$ cat src/rtl/parking_ctrl_param.sv
// Parking gate controller: BCD PIN entry, retry-limited wrong-PIN alarm, tailgate detection, vehicle counter.
// Optional build macro GATE_TIMEOUT_EN closes an unused open gate after GATE_TIMEOUT cycles.
module parking_ctrl_param #(
    parameter int NUM_DIGITS   = 4,
    parameter int MAX_TRIES    = 3,
    parameter int CNT_W        = 8,
    parameter int GATE_TIMEOUT = 1000
) (
    input  logic                            clk,
    input  logic                            rst,
    input  logic                            sensor_vehicule,
    input  logic                            sensor_moved_vehicule,
    input  logic                            password_valid,
    input  logic [4*NUM_DIGITS-1:0]         password_input,
    input  logic [4*NUM_DIGITS-1:0]         correct_password,
    output logic                            open_gate,
    output logic                            close_gate,
    output logic                            alarm_wrong_pin,
    output logic                            alarm_blocked,
    output logic [$clog2(MAX_TRIES+1)-1:0]  fail_count,
    output logic [CNT_W-1:0]                vehicle_count
);

    localparam int PW = 4 * NUM_DIGITS;
    localparam int FW = $clog2(MAX_TRIES + 1);
    localparam int TW = $clog2(GATE_TIMEOUT + 1);

    if (NUM_DIGITS < 1 || MAX_TRIES < 1 || CNT_W < 1 || GATE_TIMEOUT < 1) begin : g_bad_param
        $error("parking_ctrl_param: all parameters must be >= 1");
    end

    typedef enum logic [2:0] {
        IDLE      = 3'd0,
        WAIT_PIN  = 3'd1,
        WRONG_PIN = 3'd2,
        OPEN      = 3'd3,
        BLOCKED   = 3'd4
    } state_t;

    // A PIN equal to the reference still fails if any digit is outside 0-9.
    function automatic logic all_bcd(input logic [PW-1:0] v);
        logic ok;
        ok = 1'b1;
        for (int i = 0; i < NUM_DIGITS; i++) begin
            if (v[4*i +: 4] > 4'd9) ok = 1'b0;
            else                    ok = ok;
        end
        return ok;
    endfunction

    state_t           state_r, state_s;
    logic [FW-1:0]    fail_r, fail_s;
    logic [CNT_W-1:0] vcount_r, vcount_s;
    logic             pin_ok_s;
    logic             timeout_s;
    logic             open_gate_r, close_gate_r, alarm_wrong_pin_r, alarm_blocked_r;

    assign pin_ok_s = password_valid && (password_input == correct_password)
                      && all_bcd(password_input);

`ifdef GATE_TIMEOUT_EN
    logic [TW-1:0] timer_r;

    // Dwell timer: runs only while the gate stays open, restarts on every entry to OPEN.
    always_ff @(posedge clk) begin
        if (rst) begin
            timer_r <= '0;
        end else if (state_r == OPEN && state_s == OPEN) begin
            timer_r <= timer_r + TW'(1);
        end else begin
            timer_r <= '0;
        end
    end

    assign timeout_s = (timer_r == TW'(GATE_TIMEOUT - 1));
`else
    assign timeout_s = 1'b0;
`endif

    // Next-state, retry counter and vehicle counter decode.
    always_comb begin
        state_s  = state_r;
        fail_s   = fail_r;
        vcount_s = vcount_r;
        case (state_r)
            IDLE: begin
                if (sensor_vehicule) state_s = WAIT_PIN;
                else                 state_s = IDLE;
            end
            WAIT_PIN: begin
                if (password_valid) begin
                    if (pin_ok_s) begin
                        state_s = OPEN;
                        fail_s  = '0;
                    end else begin
                        fail_s = fail_r + FW'(1);
                        if (fail_s == FW'(MAX_TRIES)) state_s = WRONG_PIN;
                        else                          state_s = WAIT_PIN;
                    end
                end else if (!sensor_vehicule) begin
                    state_s = IDLE;
                    fail_s  = '0;
                end else begin
                    state_s = WAIT_PIN;
                end
            end
            WRONG_PIN: begin
                // Alarm stays latched even if the vehicle leaves.
                if (pin_ok_s) begin
                    state_s = OPEN;
                    fail_s  = '0;
                end else begin
                    state_s = WRONG_PIN;
                    fail_s  = FW'(MAX_TRIES);
                end
            end
            OPEN: begin
                if (sensor_vehicule && sensor_moved_vehicule) begin
                    state_s = BLOCKED;
                end else if (sensor_moved_vehicule) begin
                    state_s  = IDLE;
                    vcount_s = vcount_r + CNT_W'(1);
                end else if (timeout_s) begin
                    state_s = IDLE;
                end else begin
                    state_s = OPEN;
                end
            end
            BLOCKED: begin
                if (pin_ok_s && !sensor_vehicule && !sensor_moved_vehicule) state_s = IDLE;
                else                                                        state_s = BLOCKED;
            end
            default: begin
                state_s = IDLE;
                fail_s  = '0;
            end
        endcase
    end

    // State, counters and Moore outputs, all registered from the decoded next state.
    always_ff @(posedge clk) begin
        if (rst) begin
            state_r           <= IDLE;
            fail_r            <= '0;
            vcount_r          <= '0;
            open_gate_r       <= 1'b0;
            close_gate_r      <= 1'b1;
            alarm_wrong_pin_r <= 1'b0;
            alarm_blocked_r   <= 1'b0;
        end else begin
            state_r           <= state_s;
            fail_r            <= fail_s;
            vcount_r          <= vcount_s;
            open_gate_r       <= (state_s == OPEN);
            close_gate_r      <= (state_s != OPEN);
            alarm_wrong_pin_r <= (state_s == WRONG_PIN);
            alarm_blocked_r   <= (state_s == BLOCKED);
        end
    end

    assign open_gate       = open_gate_r;
    assign close_gate      = close_gate_r;
    assign alarm_wrong_pin = alarm_wrong_pin_r;
    assign alarm_blocked   = alarm_blocked_r;
    assign fail_count      = fail_r;
    assign vehicle_count   = vcount_r;

endmodule

$ cat config.mk
export PLATFORM = sky130hd
export DESIGN_NAME = parking_ctrl_param
export DESIGN_NICKNAME = d
export VERILOG_FILES = /design/src/rtl/parking_ctrl_param.sv
export SDC_FILE = /design/constraint.sdc
export NUM_CORES = 1
export LEC_CHECK = 0
export ABC_AREA = 1
export BUFFER_PORTS_ARGS = -buffer_cell sky130_fd_sc_hd__buf_2
export CAP_MARGIN = 0
export CORE_MARGIN = 2
export CORE_UTILIZATION = 44
export CTS_CLUSTER_SIZE = 40
export DETAILED_ROUTE_END_ITERATION = 8
export PLACE_DENSITY = 0.81
export RECOVER_POWER = 50
export SLEW_MARGIN = 20
export SYNTH_ARGS = -nofsm -noshare
export SYNTH_HDL_FRONTEND = slang
export SYNTH_SLANG_ARGS = --single-unit
$ cat constraint.sdc
create_clock -name clk -period 1.3 [get_ports clk]
set_input_delay 0.26 -clock clk [delete_from_list [all_inputs] [get_ports clk]]
set_output_delay 0.26 -clock clk [all_outputs]
set_load 0.02 [all_outputs]
Word level (Yosys, flattened, before mapping)
Cells that the tools add are included.
- magnitude comparators: 4
- add/sub/neg operators: 2
- mux-type cells: 18
- bitwise operators: 2
- eq/ne operators: 11
- reductions and logical operators: 11
- operators by type and width (operator ; number):
    == test 16 bit ; 1
    greater-than comparator 4 bit (second input constant) ; 4
    one-hot mux 3 bit (5 select lines) ; 1
    2-to-1 mux 2 bit ; 7
    == test 3 x 2 -> 1 bit (second input constant) ; 4
    2-to-1 mux 3 bit ; 3
    adder 8 x 1 -> 8 bit (second input constant) ; 1
    == test 3 bit (second input constant) ; 2
    2-to-1 mux 1 bit ; 6
    one-hot mux 2 bit (3 select lines) ; 1
    logical AND 1 bit ; 5
    == test 3 x 1 -> 1 bit (second input constant) ; 1
    logical NOT 3 bit ; 1
    inequality test 3 x 2 -> 1 bit (second input constant) ; 1
    inequality test 3 bit (second input constant) ; 1
    AND reduction 3 bit ; 1
    OR reduction 3 bit ; 1
    adder 2 x 1 -> 2 bit (second input constant) ; 1
    == test 2 bit (second input constant) ; 1
    logical NOT 1 bit ; 2
    NOT 1 bit ; 2
    AND reduction 2 bit ; 1
- word-level logic and storage cells: 55
- output and inout bits: 14
- bits of input ports: 37
- register bits: 17

Logic depth before layout (Yosys ltp)
Gate-level depths: netlist of the first run.
- depth after elaboration: 11
- depth in mapped cells: 12
- gate-level depth less buffers: 12

Worst setup path before layout of the first run
OpenSTA, ideal clock, no wires.
- path type: register -> register
- start point: reg state_r[0]
- end point: reg vcount_r[6], in the netlist vehicle_count[6]
- path buffers: 0
- required time: 1.183 ns
- slack: -0.018 ns
- cell stages (with the launch flop): 8
- period minus slack after synthesis: 1.318 ns
- data arrival time: 1.202 ns
- setup time: 0.117 ns
- path through: dfxtp_1 inv_2 nor3_4 nand3_4 nor3_4 nand3_1 o21ai_1 nor2_1
- longest elaborated chain between the ends: 2
- ends and longest elaborated chain (what ; RTL line ; RTL):
    from (decl) ; 51 ; state_t state_r, state_s;
    from (signal assigned) ; 151 ; state_r <= state_s;
    == test 3 x 2 -> 1 bit ; 85 ; case (state_r)
    AND reduction 3 bit (no line) ; - ;
    to (signal assigned) ; 153 ; vcount_r <= vcount_s;
    to (decl) ; 53 ; logic [CNT_W-1:0] vcount_r, vcount_s;
Every way passes these cells.
A chain may end at the register's enable or synchronous reset.

Worst setup path after layout of the first run
- start point: reg state_r[1]
- end point: reg vcount_r[7], in the netlist vehicle_count[7]
The elaborated chain is that of the path after synthesis.

==> results.md, run 1 <==
- Final setup margin: -63.74 ps
- Rel. slew slack: 0.8045
- TritonCTS Buffers: 3
- Die X: 58.96 µm
- Worst R2R Start: state_r[1]
- Most common cell after layout, fill and taps aside: nand2_1
- Yosys top cell by area: dfxtp_1
- Worst min-delay path class: in -> reg
- FF+latch area: 342.8 µm²
- WL/cell: 9.516 µm
- Final min period: 1364 ps
- Ys Warns: 0
- Via Count: 1572
- Number of global-route vias before repair: 1362
- Post-route ant nets: 0
- Area grow syn2layout: 35.12%
- Chip Height: 58.96 µm
- R2r endpoint: vehicle_count[7]
- Placed Area: 1732 µm²
- CP startpoint kind: flip-flop
- Post-synthesis simple-gate area fraction: 0.4501
- Initial DRC count: 81
- Total power: 1.083 mW
- Drt first pass iters: 6
- Max Cap Viol: 0
- Worst Hold Depth: 2
- Post-synthesis compound-gate area fraction: 0.1036
- Number of library cell types mapped by synthesis: 21
- Post-Syn Instances: 243
- Row count: 19
- Vias per cell: 4.557
- Number of fill cells in the layout: 278
- Worst Path Required: 1530 ps
- Core ar.: 2805 µm²
- Failing checks: design-rule violations, negative setup slack
- Worst EP arrival: 1590 ps
- Clock transition at path regs: 90 ps
- I/O Pins: 51
- Worst skew pair latency: 290 ps
- RSZ-0062 raised after global routing: true
- Placed cells: 339
- Port bufs: 50
- Die area: 3476 µm²
- GRT Resource Usage Total: 0.1956
- CTS H-tree depth: 1
- Commonest non-fill, non-tap cells in the layout: 81 x nand2_1, 55 x inv_1, 42 x buf_2
- Non-Filler Instances: 345
- Setup WS pre-CTS: -144.7 ps
- Hold Path Sink: state_r[0]
- Post-Synth XOR/XNOR Area: 0.01318
- Setup CP Type: reg -> reg
- CTS root buf: clkbuf_4
- Detail Placement HPWL: 2683 µm
- Post-Syn Area: 1329 µm²
- Post-Route WL: 3283 µm
- Final Hold Fails: 0
- Avg Cell Area, Syn: 5.468 µm²
- Post-synthesis adder-cell area fraction: 0.01883
- Final Skew: 2.066 ps
- Pwr/cell area: 602.9 nW/µm²
- Max-slew violations: 0
- Initial Utilization: 0.4737
- FF+latch count, synth: 17
- Synth area leaders: dfxtp_1 26%, nand2_1 23%, inv_1 16%
- Layout cells sized above 1: 0.2452
- Worst slew pin tran: 290.1 ps
- Final setup fails: 4
- Remaining global-route overflow: 0
- Antenna violations before repair: 0
- Crit share post-route: 1.049
- Maximum vdd drop: 665.2 µV
- First-pass GRT wire length: 5368 µm
- Worst Setup End Kind: flip-flop
- Largest net degree at the start of global routing: 10
- Routability cong.: 0.8710
- Multi-input combinational cell area: 809.5 µm²
- R2r worst-path depth: 8
- Largest family of logic cells by synthesized area: simple AND/OR/NAND/NOR gates
- Worst R2R Setup Slack: -60 ps
- CP Max Fanout: 4
- Leakage: 1.052 nW
- Hold path start: rst
- Outcome: finished with violations
- CTS Sinks: 17
- Layout net count: 354
- Clock buffer depth: 2
- Net Count, Synth: 282
- Fmax: 733.3 MHz
- Mux cell area share after synthesis: 0
- DR DRC count: 3
- Register area share after synthesis: 0.2561
- Top cell type's share of synthesized area: 0.2561
- Design area: 1795 µm²
- N_diodes: 0
- CTS tree: yes
## state kept, by name, summed over array words and instances, names as in the netlist
name,count
state_r,3
open_gate,1
close_gate,1
fail_count,2
alarm_wrong_pin,1
alarm_blocked,1
vehicle_count,8
## worst max-delay path by stage
stage,endpoint,start,cells past startpoint,slack (ps)
after floorplan,vehicle_count[6],state_r[2],6,6
after global placement,alarm_wrong_pin,password_input[2],10,-120
after detailed placement,alarm_wrong_pin,password_input[2],10,-140
after CTS,vehicle_count[4],state_r[0],7,-50
after global routing,vehicle_count[4],state_r[0],7,-180
final,vehicle_count[7],state_r[1],8,-60
## critical path, cell delays in order, from the launching register on
cell     delay (ps)
dfxtp_2         360
inv_1            80
nor3_4          190
nand3_4         140
buf_4           170
buf_4           130
inv_1            70
nand2_1          50
a21oi_1         110
## through the flow
stage,hold WS (ps),utilization,TNS (ps)
2_1_floorplan,325.0,-,0
3_3_place_gp,484.5,0.6173,-776.8
3_5_place_dp,485.1,0.6173,-1051
4_1_cts,230.1,0.6320,-236.2
5_1_grt,255.4,0.6401,-1511
6_report,254.2,0.6401,-155.4
## layer usage
layer	routed length, µm	track usage
met5	0	0
met1	1562	0.2615
met3	223	0.04176
met4	10	0.03571
met2	1488	0.3270
## synthesized netlist by cell type
master,n
nand2_1,81
inv_1,55
nor2_1,39
dfxtp_1,17
o21ai_0,12
a21oi_1,10
nand3_1,9
o21ai_1,3
a31oi_1,2
ha_1,2
nor3_1,2
nor3_4,2
inv_2,1
nand3_4,1
nand4_1,1
nor3_2,1
nor3b_1,1
nor3b_2,1
nor4_1,1
xnor2_1,1
xor2_1,1
## repair_timing
| item | in CTS | in global routing |
|---|---|---|
| hold buffers | 0 | 0 |
| buffers inserted | 1 | 1 |
| resized for setup | 2 | 9 |
| endpoints found under the hold margin | 0 | 0 |
| setup endpoints to repair | 10 | 15 |
## final cells by class
| cell class | count | area share |
|---|---|---|
| multi-input cells | 170 | 0.4509 |
| clock buffers | 4 | 0.01463 |
| well taps | 31 | 0.02160 |
| inverters | 56 | 0.1171 |
| repair buffers | 67 | 0.2049 |
| flip-flops and latches | 17 | 0.1909 |
## power breakdown
group	switching (mW)	internal, mW
Sequential	0.00239	0.524
Clock	0.160	0.119
Combinational	0.158	0.119
Total	0.320	0.762
## cells by family (layout without fill, tap and decap cells)
kind of cell    Yosys count  after routing
flops                    17             17
compound gates           27             27
simple gates            139            139
fa+ha+maj                 2              2
buf+inv                  56            127
xor+xnor                  2              2
No activity file was read; power rests on OpenSTA's default activity.
==> inputs of run 2 (changes only) <==
--- a/config.mk
+++ b/config.mk
@@ -6,13 +6,15 @@
 export NUM_CORES = 1
 export LEC_CHECK = 0
 export ABC_AREA = 1
-export BUFFER_PORTS_ARGS = -buffer_cell sky130_fd_sc_hd__buf_2
+export BUFFER_PORTS_ARGS = -buffer_cell sky130_fd_sc_hd__buf_4
 export CAP_MARGIN = 0
+export CELL_PAD_IN_SITES_DETAIL_PLACEMENT = 1
+export CELL_PAD_IN_SITES_GLOBAL_PLACEMENT = 1
 export CORE_MARGIN = 2
-export CORE_UTILIZATION = 44
+export CORE_UTILIZATION = 28
 export CTS_CLUSTER_SIZE = 40
 export DETAILED_ROUTE_END_ITERATION = 8
-export PLACE_DENSITY = 0.81
+export PLACE_DENSITY = 0.8
 export RECOVER_POWER = 50
 export SLEW_MARGIN = 20
 export SYNTH_ARGS = -nofsm -noshare
==> run 2 against run 1 <==
  * The run ends with negative setup slack left
  * Worst hold slack lost 29 ps
  * Non-clock buffer count rose by 6
  * Fmax shrank 1.7%
  * Wire length increased by 44%
  * First-iteration DRC count fell by 15%
==> results.md, run 2 (same netlist as run 1, synthesis figures left out) <==
- CP bufs+invs: 0 (was 4)
- Most common cell after layout, fill and taps aside: nand2_1 (unchanged)
- Max-slew violations: 0 (unchanged)
- Commonest non-fill, non-tap cells in the layout: 77 x nand2_1, 67 x buf_4, 50 x inv_1 (was 81 x nand2_1, 55 x inv_1, 42 x buf_2)
- Initial DRC count: 69 (was 81)
- Vias per cell: 4.695 (was 4.557)
- Largest net degree at the start of global routing: 11 (was 10)
- Row count: 25 (was 19)
- Port bufs: 50 (unchanged)
- Worst skew pair latency: 260 ps (was 290 ps)
- Via Count: 1756 (was 1572)
- N_diodes: 0 (unchanged)
- RSZ-0062 raised after global routing: true (unchanged)
- Critical-path cell list: nor3_4 > nand3_4 > nor3_4 > nand2_1 > o21ai_1 > a21oi_1 (was inv_1 > nor3_4 > nand3_4 > buf_4 > buf_4 > inv_1 > nand2_1 > a21oi_1)
- Max Cap Viol: 0 (unchanged)
- I/O Pins: 51 (unchanged)
- Remaining global-route overflow: 0 (unchanged)
- Largest register FFs: 8 (unchanged)
- Final setup fails: 11 (was 4)
- CP max stage delay: 370 ps (was 360 ps)
- Failing checks: negative setup slack (was design-rule violations, negative setup slack)
- Die area: 5313 µm² (was 3476 µm²)
- Area grow syn2layout: 56.69% (was 35.12%)
- Worst EP arrival: 1540 ps (was 1590 ps)
- Maximum vdd drop: 466.6 µV (was 665.2 µV)
- Pwr/cell area: 613.4 nW/µm² (was 602.9 nW/µm²)
- Setup TNS: -629.3 ps (was -155.4 ps)
- Leakage: 1.137 nW (was 1.052 nW)
- Rel. slew slack: 0.7887 (was 0.8045)
- Layout cells sized above 1: 0.3438 (was 0.2452)
- Final min period: 1388 ps (was 1364 ps)
- Setup CP Type: reg -> reg (unchanged)
- CTS H-tree depth: 1 (unchanged)
- Placed cells: 364 (was 339)
- Final Hold Fails: 0 (unchanged)
- Clock buffer depth: 2 (unchanged)
- Post-route ant nets: 0 (unchanged)
- Worst slew pin tran: 313.6 ps (was 290.1 ps)
- Non-Filler Instances: 374 (was 345)
- Die X: 72.89 µm (was 58.96 µm)
- Antenna violations before repair: 0 (unchanged)
- CP startpoint kind: flip-flop (unchanged)
- GRT Resource Usage Total: 0.1754 (was 0.1956)
- Worst min-delay path class: in -> reg (unchanged)
- Layout net count: 360 (was 354)
- Clock transition at path regs: 70 ps (was 90 ps)
- Worst Setup End Kind: flip-flop (unchanged)
- Post-Route WL: 4732 µm (was 3283 µm)
- Slowest cell on the critical path: dfxtp_4 (was dfxtp_2)
- Final Skew: 4.629 ps (was 2.066 ps)
- WL/cell: 12.65 µm (was 9.516 µm)
- CTS Sinks: 17 (unchanged)
- Fmax: 720.7 MHz (was 733.3 MHz)
- Detail Placement HPWL: 3727 µm (was 2683 µm)
- Initial Utilization: 0.2851 (was 0.4737)
- Chip Height: 72.89 µm (was 58.96 µm)
- Core ar.: 4661 µm² (was 2805 µm²)
- CTS tree: yes (unchanged)
- CTS root buf: clkbuf_8 (was clkbuf_4)
- CP Max Fanout: 5 (was 4)
- Routability cong.: 0.8107 (was 0.8710)
- Crit share post-route: 1.067 (was 1.049)
- Final setup margin: -87.59 ps (was -63.74 ps)
- Critical path's top delay family: simple AND/OR/NAND/NOR gates (was buffers and inverters)
- TritonCTS Buffers: 3 (unchanged)
- First-pass GRT wire length: 7534 µm (was 5368 µm)
- Worst Path Required: 1460 ps (was 1530 ps)
- Number of global-route vias before repair: 1736 (was 1362)
- Drt first pass iters: 4 (was 6)
- Outcome: finished with violations (unchanged)
- CP dominant cell by count: nor3_4
- DR DRC count: 0 (was 3)
run 2: repair_timing:
action                                  4_1_cts  5_1_grt
endpoints found under the setup margin       11       17
buffers inserted                              4        3
pin swaps                                     0        5
gates resized for setup                       8       31
hold buffers                                  0        0
cloned                                        0        0
run 2: through the flow:
stage                     hold WS (ps)  setup slack (ps)    util  area, µm²  total power [mW]
after floorplan                  325.0             6.287       -       1330            0.6843
after global placement           479.0            -162.4  0.4078       1901            0.8479
after detailed placement         485.4            -204.0  0.4078       1901            0.8580
after CTS                        226.0            -48.23  0.4295       2002             1.269
after global routing             234.3            -178.7  0.4467       2082             1.353
final                            225.6            -87.59  0.4467       2082             1.277
run 2: final cells by class:
type	count	area (µm²)
sequential	17	347.8
fill	638	2579
multi-input combinational	170	869.6
tap	54	67.56
clock inverter	1	5.005
timing repair buffer	73	540.5
clock buffer	3	41.29
inverter	56	210.2
run 2: metal layers:
layer	share of wire	global-route usage	vias to the layer above
li1	-	-	885
met1	0.44	0.2261	841
met2	0.52	0.3182	27
met3	0.030	0.02624	3
met4	0.0015	0.01852	0
met5	0	0	-
run 2: final timing paths:
check                                      start          endpoint  slack [ps]  cells past startpoint
worst min register to register  vehicle_count[0]  vehicle_count[0]         500                      2
worst max-delay path                  state_r[2]  vehicle_count[4]         -90                      6
worst max register to register        state_r[2]  vehicle_count[4]         -90                      6
worst min-delay path                         rst  vehicle_count[7]         230                      2
run 2: where the power goes:
part	internal [mW]	total [mW]	switching, mW
Combinational	0.157	0.344	0.186
Sequential	0.522	0.525	0.00253
Clock	0.213	0.409	0.195
Total	0.893	1.28	0.384
==> inputs of run 3 (changes only) <==
--- a/config.mk
+++ b/config.mk
@@ -14,7 +14,7 @@
 export CORE_UTILIZATION = 28
 export CTS_CLUSTER_SIZE = 40
 export DETAILED_ROUTE_END_ITERATION = 8
-export PLACE_DENSITY = 0.8
+export PLACE_DENSITY_LB_ADDON = 0.1
 export RECOVER_POWER = 50
 export SLEW_MARGIN = 20
 export SYNTH_ARGS = -nofsm -noshare
==> run 3 against run 2 <==
  * The flow still finishes with violations (negative setup slack)
  * Register-to-register slack improved by 60 ps
  * Largest power group unchanged
  * Sequential power about the same
  * Critical path depth grew 3
  * Worst hold slack better by 23 ps
  * Combinational power is 4% lower
  * Highest routed layer unchanged
  * Die area stayed put
  * Count of clock-buffer cells in the layout grew 1
==> results.md, run 3 (same netlist as run 1, synthesis figures left out) <==
- Outcome: finished with violations (unchanged)
- Failing checks: negative setup slack (unchanged)
- Die X: 72.89 µm (unchanged)
- Final setup fails: 2 (was 11)
- CP Max Fanout: 4 (was 5)
- Max Cap Viol: 0 (unchanged)
- Final Hold Fails: 0 (unchanged)
- Vias per cell: 4.398 (was 4.695)
- Drt first pass iters: 4 (unchanged)
- Fmax: 754.3 MHz (was 720.7 MHz)
- N_diodes: 0 (unchanged)
- Slowest cell on the critical path: dfxtp_2 (was dfxtp_4)
- Placed cells: 370 (was 364)
- CTS tree: yes (unchanged)
- Pwr/cell area: 607.3 nW/µm² (was 613.4 nW/µm²)
- Final Skew: 3.212 ps (was 4.629 ps)
- Area grow syn2layout: 54.99% (was 56.69%)
- Max-slew violations: 0 (unchanged)
- Finished Core Util: 0.4419 (was 0.4467)
- Post-route ant nets: 0 (unchanged)
- WL/cell: 10.88 µm (was 12.65 µm)
- RSZ-0062 raised after global routing: true (unchanged)
- Crit share post-route: 1.020 (was 1.067)
- Port bufs: 50 (unchanged)
- Initial Utilization: 0.2851 (unchanged)
- Final min period: 1326 ps (was 1388 ps)
- Internal: 898.1 µW (was 892.8 µW)
- Critical-path cell list: inv_2 > nor3_4 > buf_4 > nand2_1 > nand3_1 > a21oi_1 > o21ai_2 > inv_1 > nor2_1 (was nor3_4 > nand3_4 > nor3_4 > nand2_1 > o21ai_1 > a21oi_1)
- Clock buffer depth: 2 (unchanged)
- Clk network pwr share: 0.316 (was 0.320)
- Core ar.: 4661 µm² (unchanged)
- Non-Filler Instances: 377 (was 374)
- CTS Sinks: 17 (unchanged)
- Layout cells sized above 1: 0.3003 (was 0.3438)
- Setup CP Type: reg -> reg (unchanged)
- Number of global-route vias before repair: 1658 (was 1736)
- Worst R2R Start: state_r[0] (was state_r[2])
- Routability cong.: 0.8107 (unchanged)
- I/O Pins: 51 (unchanged)
- CP startpoint kind: flip-flop (unchanged)
- Chip Height: 72.89 µm (unchanged)
- Initial DRC count: 52 (was 69)
- Worst EP arrival: 1500 ps (was 1540 ps)
- Layout net count: 363 (was 360)
- TritonCTS Buffers: 3 (unchanged)
- Hold_buf cts: 0 (unchanged)
- Row count: 25 (unchanged)
- Largest register FFs: 8 (unchanged)
- CP max stage delay: 330 ps (was 370 ps)
- Rel. slew slack: 0.8179 (was 0.7887)
- Worst slew pin tran: 270.8 ps (was 313.6 ps)
- CTS H-tree depth: 1 (unchanged)
- Clock transition at path regs: 70 ps (about the same)
- Worst Path Required: 1470 ps (was 1460 ps)
- Total power: 1.251 mW (was 1.277 mW)
- Switch Pwr: 352.6 µW (was 384.3 µW)
- Final setup margin: -25.79 ps (was -87.59 ps)
- Leakage: 1.135 nW (was 1.137 nW)
- Detail Placement HPWL: 3498 µm (was 3727 µm)
- Sw Ratio: 0.2819 (was 0.3009)
- Post-Route WL: 4103 µm (was 4732 µm)
- Largest net degree at the start of global routing: 10 (was 11)
- DR DRC count: 0 (unchanged)
- Hold path start: rst (unchanged)
- CTS root buf: clkbuf_8 (unchanged)
- Remaining global-route overflow: 0 (unchanged)
- GRT Resource Usage Total: 0.1622 (was 0.1754)
- Worst min-delay path class: in -> reg (unchanged)
- Commonest non-fill, non-tap cells in the layout: 80 x nand2_1, 65 x buf_4, 53 x inv_1 (was 77 x nand2_1, 67 x buf_4, 50 x inv_1)
- Die area: 5313 µm² (unchanged)
- Worst Setup End Kind: flip-flop (unchanged)
- First-pass GRT wire length: 6865 µm (was 7534 µm)
- Antenna violations before repair: 0 (unchanged)
- Worst skew pair latency: 250 ps (was 260 ps)
- Combinational power share: 0.264 (was 0.269)
- WHS: 248.9 ps (was 225.6 ps)
- Most common cell after layout, fill and taps aside: nand2_1 (unchanged)
- Reg power frac: 0.420 (was 0.411)
- Maximum vdd drop: 478.6 µV (was 466.6 µV)
- Worst setup startpoint: state_r[0] (was state_r[2])
- Via Count: 1658 (was 1756)
-- run 3: cell count changes in the layout (fill, tap and decap cells not counted), moves of 3 or more --
cell | before | now
a21oi_1 | 6 | 10
a21oi_2 | 4 | 0
nand2_2 | 4 | 1
nand2_1 | 77 | 80
inv_2 | 6 | 3
clkbuf_1 | 4 | 10
inv_1 | 50 | 53
-- run 3: layout make-up --
class                           count  area, µm²
Tap cell                           54      67.56
Timing Repair Buffer               76      544.3
Inverter                           56      210.2
Fill cell                         677       2601
Clock buffer                        4      45.04
Sequential cell                    17      350.3
Multi-Input combinational cell    170      842.1
-- run 3: worst paths after layout --
kind,end,slack [ps],depth (start not counted)
setup / recovery,state_r[0],-30,9
hold / removal,vehicle_count[2],250,2
setup reg to reg,state_r[0],-30,9
hold reg to reg,vehicle_count[7],500,2
-- run 3: critical path: cells and delay by family (launching register included) --
kind                   cells  cell delay (ps)
AOI/OAI and AO/OA          2              150
buffers and inverters      3              310
DFF                        1              330
and+or+nand+nor            4              470
-- run 3: power groups by stage --
stage                     clock network (mW)  logic (mW)  registers [mW]
after floorplan                            0       0.144           0.540
after global placement                     0       0.316           0.539
after detailed placement                   0       0.321           0.539
after CTS                              0.404       0.328           0.527
after global routing                   0.433       0.375           0.525
final                                  0.396       0.330           0.525
-- run 3: stage by stage --
| step | TNS, ps | setup WS, ps | area [µm²] |
|---|---|---|---|
| 2_1_floorplan | 0 | 6.287 | 1330 |
| 3_3_place_gp | -1481 | -192.1 | 1946 |
| 3_5_place_dp | -1982 | -234.6 | 1946 |
| 4_1_cts | -272.8 | -77.63 | 2047 |
| 5_1_grt | -1115 | -149.1 | 2059 |
| 6_report | -38.13 | -25.79 | 2059 |
-- run 3: per-layer routing --
metal,global-route usage,share of wire,vias to the layer above
met5,0,0,-
met4,0.01235,0.0029,0
met3,0.03453,0.045,2
met2,0.2788,0.47,31
met1,0.2179,0.48,736
li1,-,-,889
-- run 3: what timing repair did --
item,4_1_cts,5_1_grt
pin swaps,6,5
cloned,0,0
gates resized for setup,11,19
buffers inserted,3,0
setup endpoints to repair,11,17
